## src/rtl/vrf_read_sequencer.sv

```systemverilog
// vrf_read_sequencer: drives one per-lane VRF address counter for a single vector read stream,
// tracking in-flight BRAM reads so valid/last/index line up with the returned data.
module vrf_read_sequencer #(
  parameter int  MEM_DEPTH         = 512,
  parameter int  VREG_LOC_PER_LANE = 8,
  parameter int  VLANE_NUM         = 8,
  parameter int  READ_LATENCY      = 2,
  localparam int AW                = $clog2(MEM_DEPTH),
  localparam int VL_W              = $clog2(VLANE_NUM * VREG_LOC_PER_LANE * 4) + 1
) (
  input  logic              clk_i,
  input  logic              rst_i,
  input  logic              start_i,
  input  logic              abort_i,
  input  logic [VL_W-1:0]   vl_i,
  input  logic [1:0]        element_width_i,
  input  logic              up_down_i,
  input  logic [8*AW-1:0]   start_addr_i,
  input  logic [AW-1:0]     slide_offset_i,
  input  logic              stall_i,
  output logic              ready_o,
  output logic              cnt_load_o,
  output logic              cnt_rst_o,
  output logic              cnt_en_o,
  output logic              cnt_up_down_o,
  output logic [1:0]        cnt_width_o,
  output logic [8*AW-1:0]   cnt_start_addr_o,
  output logic [AW-1:0]     cnt_slide_offset_o,
  output logic              valid_o,
  output logic              last_o,
  output logic [VL_W-2:0]   elem_idx_o,
  output logic              done_o,
  output logic              cfg_err_o
);
  localparam int LG = $clog2(VLANE_NUM);
  typedef enum logic [2:0] {IDLE, LOAD, RUN, DRAIN, DONE} state_t;
  state_t                  state_q, state_d;
  logic [VL_W-1:0]         remaining_q, remaining_d;
  logic [VL_W-2:0]         idx_q, idx_d;
  logic                    cfg_err_q, cfg_err_d;
  logic                    up_down_q, up_down_d;
  logic [1:0]              width_q, width_d;
  logic [8*AW-1:0]         start_addr_q, start_addr_d;
  logic [AW-1:0]           slide_q, slide_d;
  logic [READ_LATENCY-1:0] pv_q, pv_d, pl_q, pl_d;
  logic [VL_W-2:0]         pi_q [READ_LATENCY];
  logic [VL_W-2:0]         pi_d [READ_LATENCY];
  logic [VL_W:0]           n_raw, lim, n_cnt;
  logic                    bad_ew, over, accept;
  assign ready_o            = state_q == IDLE;
  assign cfg_err_o          = cfg_err_q;
  assign cnt_up_down_o      = up_down_q;
  assign cnt_width_o        = width_q;
  assign cnt_start_addr_o   = start_addr_q;
  assign cnt_slide_offset_o = slide_q;
  assign valid_o            = pv_q[READ_LATENCY-1];
  assign last_o             = valid_o & pl_q[READ_LATENCY-1];
  assign elem_idx_o         = valid_o ? pi_q[READ_LATENCY-1] : '0;
  // Per-lane element count, rounded up, limited by the register group size for this width
  always_comb begin
    n_raw  = ({1'b0, vl_i} + (VL_W+1)'(VLANE_NUM - 1)) >> LG;
    lim    = (VL_W+1)'(VREG_LOC_PER_LANE) << (2'd2 - element_width_i);
    bad_ew = &element_width_i;
    over   = !bad_ew && (n_raw > lim);
    n_cnt  = over ? lim : n_raw;
    accept = start_i && !abort_i && (state_q == IDLE);
  end
  always_comb begin
    state_d      = state_q;
    remaining_d  = remaining_q;
    idx_d        = idx_q;
    cfg_err_d    = cfg_err_q;
    up_down_d    = up_down_q;
    width_d      = width_q;
    start_addr_d = start_addr_q;
    slide_d      = slide_q;
    cnt_load_o   = 1'b0;
    cnt_rst_o    = 1'b0;
    cnt_en_o     = 1'b0;
    done_o       = 1'b0;
    if (abort_i && state_q != IDLE) begin
      state_d = IDLE;
    end else begin
      case (state_q)
        IDLE: if (accept) begin
          up_down_d    = up_down_i;
          width_d      = element_width_i;
          start_addr_d = start_addr_i;
          slide_d      = slide_offset_i;
          cfg_err_d    = bad_ew || over;
          remaining_d  = n_cnt[VL_W-1:0];
          idx_d        = '0;
          state_d      = (bad_ew || vl_i == '0) ? DONE : LOAD;
        end
        LOAD: begin
          cnt_load_o = 1'b1;
          cnt_rst_o  = 1'b1;
          idx_d      = '0;
          state_d    = RUN;
        end
        RUN: begin
          cnt_en_o = !stall_i;
          if (!stall_i) begin
            idx_d       = idx_q + (VL_W-1)'(1);
            remaining_d = remaining_q - VL_W'(1);
            state_d     = (remaining_q == VL_W'(1)) ? DRAIN : RUN;
          end
        end
        DRAIN: state_d = last_o ? DONE : DRAIN;
        DONE: begin
          done_o  = 1'b1;
          state_d = IDLE;
        end
        default: state_d = IDLE;
      endcase
    end
  end
  // Read-latency shadow: advances every cycle so it stays aligned with BRAM data, not with stall
  always_comb begin
    pv_d[0] = cnt_en_o;
    pl_d[0] = remaining_q == VL_W'(1);
    pi_d[0] = idx_q;
    for (int i = 1; i < READ_LATENCY; i++) begin
      pv_d[i] = pv_q[i-1];
      pl_d[i] = pl_q[i-1];
      pi_d[i] = pi_q[i-1];
    end
    if (abort_i) begin
      pv_d = '0;
      pl_d = '0;
    end
  end
  always_ff @(posedge clk_i or posedge rst_i) begin
    if (rst_i) begin
      state_q      <= IDLE;
      remaining_q  <= '0;
      idx_q        <= '0;
      cfg_err_q    <= 1'b0;
      up_down_q    <= 1'b0;
      width_q      <= '0;
      start_addr_q <= '0;
      slide_q      <= '0;
      pv_q         <= '0;
      pl_q         <= '0;
      pi_q         <= '{default: '0};
    end else begin
      state_q      <= state_d;
      remaining_q  <= remaining_d;
      idx_q        <= idx_d;
      cfg_err_q    <= cfg_err_d;
      up_down_q    <= up_down_d;
      width_q      <= width_d;
      start_addr_q <= start_addr_d;
      slide_q      <= slide_d;
      pv_q         <= pv_d;
      pl_q         <= pl_d;
      pi_q         <= pi_d;
    end
  end
endmodule

```

## config.mk

```make
export PLATFORM = sky130hd
export DESIGN_NAME = vrf_read_sequencer
export DESIGN_NICKNAME = d
export VERILOG_FILES = /design/src/rtl/vrf_read_sequencer.sv
export SDC_FILE = /design/constraint.sdc
export NUM_CORES = 1
export LEC_CHECK = 0
export ABC_AREA = 1
export CORE_ASPECT_RATIO = 0.75
export CORE_MARGIN = 4
export CORE_UTILIZATION = 45
export CTS_CLUSTER_DIAMETER = 40
export DETAILED_ROUTE_END_ITERATION = 16
export PLACE_DENSITY = 0.81
export SYNTH_ARGS = -nofsm -noshare
export SYNTH_HDL_FRONTEND = slang
export SYNTH_SLANG_ARGS = --single-unit
export TNS_END_PERCENT = 10
```

## constraint.sdc

```tcl
create_clock -name clk_i -period 5.1 [get_ports clk_i]
set_clock_uncertainty 0.1 [all_clocks]
set_input_delay 1.02 -clock clk_i [delete_from_list [all_inputs] [get_ports clk_i]]
set_output_delay 1.02 -clock clk_i [all_outputs]
set_load 0.01 [all_outputs]
```

==> impl_results.md <==
- Highest routed layer: met4
- Synth Register Bits: 125
- # IOs: 198
- Most frequent cells in the layout: 319 x nand2_1, 197 x clkdlybuf4s50_1, 125 x dfrtp_1
- Die W: 135 um
- Total CTS buffers: 17
- Initial antenna violation count: 0
- Cell Area, Synth: 5430 sq um
- Distinct cells, synth: 36
- Pins Over Slew Limit: 0
- Max Freq: 267 MHz
- Hold Path Class: reg -> reg
- Crit Path Class: in -> out
- Crit path arrival time: 2.63 ns
- Critical Path Start Type: primary input
- Initial drt markers: about 310
- Fin crit share: 0.736
- Post-CTS Setup Bufs: 0
- Reg2reg setup slack: 2.76 ns
- Post-CTS resize count: 0
- Root Driver: clkbuf_16
- Cell Pwr Density: 558 nW/um^2
- Total Wirelength: between 10000 and 15000 um
- # fillers: 891
- CTS tree: done
- Fin Setup TNS: 0 ns
- DRC errors left: 0
- RSZ-0062 raised after global routing: no
- Met2 Wirelength: 6930 um
- Global-route wire length before repair: 23300 um
- Sequential area share after synthesis: 0.576
- Hold Crit Endpoint: pi_q[1]
- Leak pwr: 4.09 nW
- Total number of vias: 4873
- MaxCap Viol Count: 0
- Layout cells sized above 1: 0.0700
- Count of final setup violators: 0
- GR Util All Layers: 0.209
- Crit-path max FO: 11
- Drt pass-1 iters: 5
- FP Rows: 34
- Multi-input combinational cell area: 1960 sq um
- Worst-case clock buffer depth: 2
- Slew margin rel.: 0.354
- R2r endpoint: remaining_q[7]
- WP buf/inv: 2
- Worst Tran Pin Value: 0.969 ns
- WL met3: 1260 um
- Crit path cell chain: clkdlybuf4s50_1 > nor4_1 > clkdlybuf4s50_1
- # diodes: 0
- Final Hold Vio Count: 0
- Final Instance Count excl. Fillers: 1019
- Tmin final: 3.75 ns
- Most frequent CP cell: clkdlybuf4s50_1
- Largest net degree at the start of global routing: 88
- Gr ovfl total: 0
- Clk sinks: about 130
- Die ar.: 13900 sq um
- Wl on met1: around 6000 um
- Syn nets: about 750
- Antenna-violating nets left: 0
- Delay-heaviest family, CP: buffers and inverters
- Final Wtd Congestion: between 0.8 and 0.9
- Worst reg-to-reg path cell count: 10
- CTS Hold Buffers Added: 0
- Reg2reg start: state_q[1]
- CP peak stage delay: 0.69 ns
- Core ar.: roughly 12000 sq um
- Hold Startpoint: pi_d[1]
- Via/cell ratio: 4.78
- IO Port Bufs: between 150 and 200
- Syn avg cell area: 8.39 sq um
- Most common cell after layout, fill and taps aside: nand2_1
- Number of global-route vias before repair: 4883
- WP data required: 3.98 ns
- Mapped Cells: 647
- VDD IR max: 0.313 mV
- Placed cell count: 987
- Register Area: ~3100 sq um
- Slowest-stage cell, CP: clkdlybuf4s50_1
- Synth-to-layout area growth: 49.0%
- Critical path capture point type: primary output
- Synth Warn #: 0
- Final net count: 949
- DP HPWL: 10200 um
- WL per Instance: 14.0 um
- Hold depth: 0
- CTS H-Tree Depth: 4
- Die Ht: 103 um
- Status: completed
- Clock-pin slew on the worst setup and hold paths: 0.06 ns
- Latest clock arrival within the worst-skew pair: 0.40 ns
- Initial core utilization: 0.464
==> area by class of cell <==
| type | count | share of cell area |
|---|---|---|
| inverters | 57 | 0.0277 |
| repair buffers | 200 | 0.247 |
| well taps | 162 | 0.0251 |
| flip-flops and latches | 125 | 0.387 |
| clock inverters | 15 | 0.0189 |
| multi-input cells | 443 | 0.242 |
| clock buffers | 17 | 0.0526 |
==> kinds of logic after synthesis <==
group	Yosys count	share of synthesized area
and+or+nand+nor	394	0.297
buffers and inverters	79	0.0625
adders and majority gates	7	0.0161
AOI/OAI and AO/OA	37	0.0396
xor gates and xnor gates	5	0.00807
DFF	125	0.576
==> cells in the mapped netlist, drive strengths merged <==
library cell | number | area [sq um]
nand4 | 7 | 43.8
a32oi | 1 | 8.76
a22oi | 2 | 15.0
a21o | 1 | 7.51
a21oi | 14 | 70.1
nand2 | 322 | 1220
clkbuf | 6 | 22.5
xor2 | 4 | 35.0
nand3 | 17 | 95.1
a31oi | 4 | 25.0
ha | 7 | 87.6
o31ai | 3 | 22.5
buf | 16 | 95.1
o21bai | 1 | 7.51
or2 | 1 | 8.76
dfrtp | 125 | 3130
and3 | 1 | 6.26
xnor2 | 1 | 8.76
nor2 | 39 | 196
nor3 | 5 | 30.0
o21ai | 11 | 58.8
inv | 57 | 221
nor4 | 2 | 12.5
==> registers in the layout, summed over array words and instances, names as in the netlist <==
signal,flops
state_q,3
cnt_slide_offset_o,9
pi_d,8
pv_q,2
remaining_q,9
cnt_up_down_o,1
idx_q,8
cfg_err_o,1
pl_q,2
pi_q,8
cnt_width_o,2
cnt_start_addr_o,72
==> how the worst max path moves through the flow <==
stage / start / slack, ns / cells past startpoint / end
4_1_cts: abort_i / 1.34 / 3 / done_o
5_1_grt: abort_i / 1.26 / 3 / done_o
6_report: abort_i / 1.35 / 3 / done_o
3_3_place_gp: abort_i / 1.39 / 3 / cnt_rst_o
3_5_place_dp: abort_i / 1.35 / 3 / cnt_rst_o
2_1_floorplan: rst_i / 0.65 / 1 / cfg_err_o
==> report_power, final <==
group          internal, mW  switching, mW  total, mW
clock                 0.687          0.470       1.16
combinational         0.888          0.848       1.74
sequential             1.39          0.231       1.62
==> per-layer routing <==
layer	up-vias	track usage
met5	-	0
met4	0	0.0438
met3	10	0.0771
met2	198	0.352
met1	2275	0.262
li1	2390	-
==> per-stage QoR <==
stage	power, mW	cell area (sq um)	hold slack (ns)	util	worst slack, ns
floorplan	2.40	5430	0.231	-	0.652
global placement	3.30	7510	0.231	0.642	1.39
detailed placement	3.37	7510	0.235	0.642	1.35
CTS	4.56	8090	0.247	0.691	1.34
global route	4.81	8090	0.258	0.691	1.26
finish	4.51	8090	0.245	0.691	1.35
(Power assumes the default switching activity.)
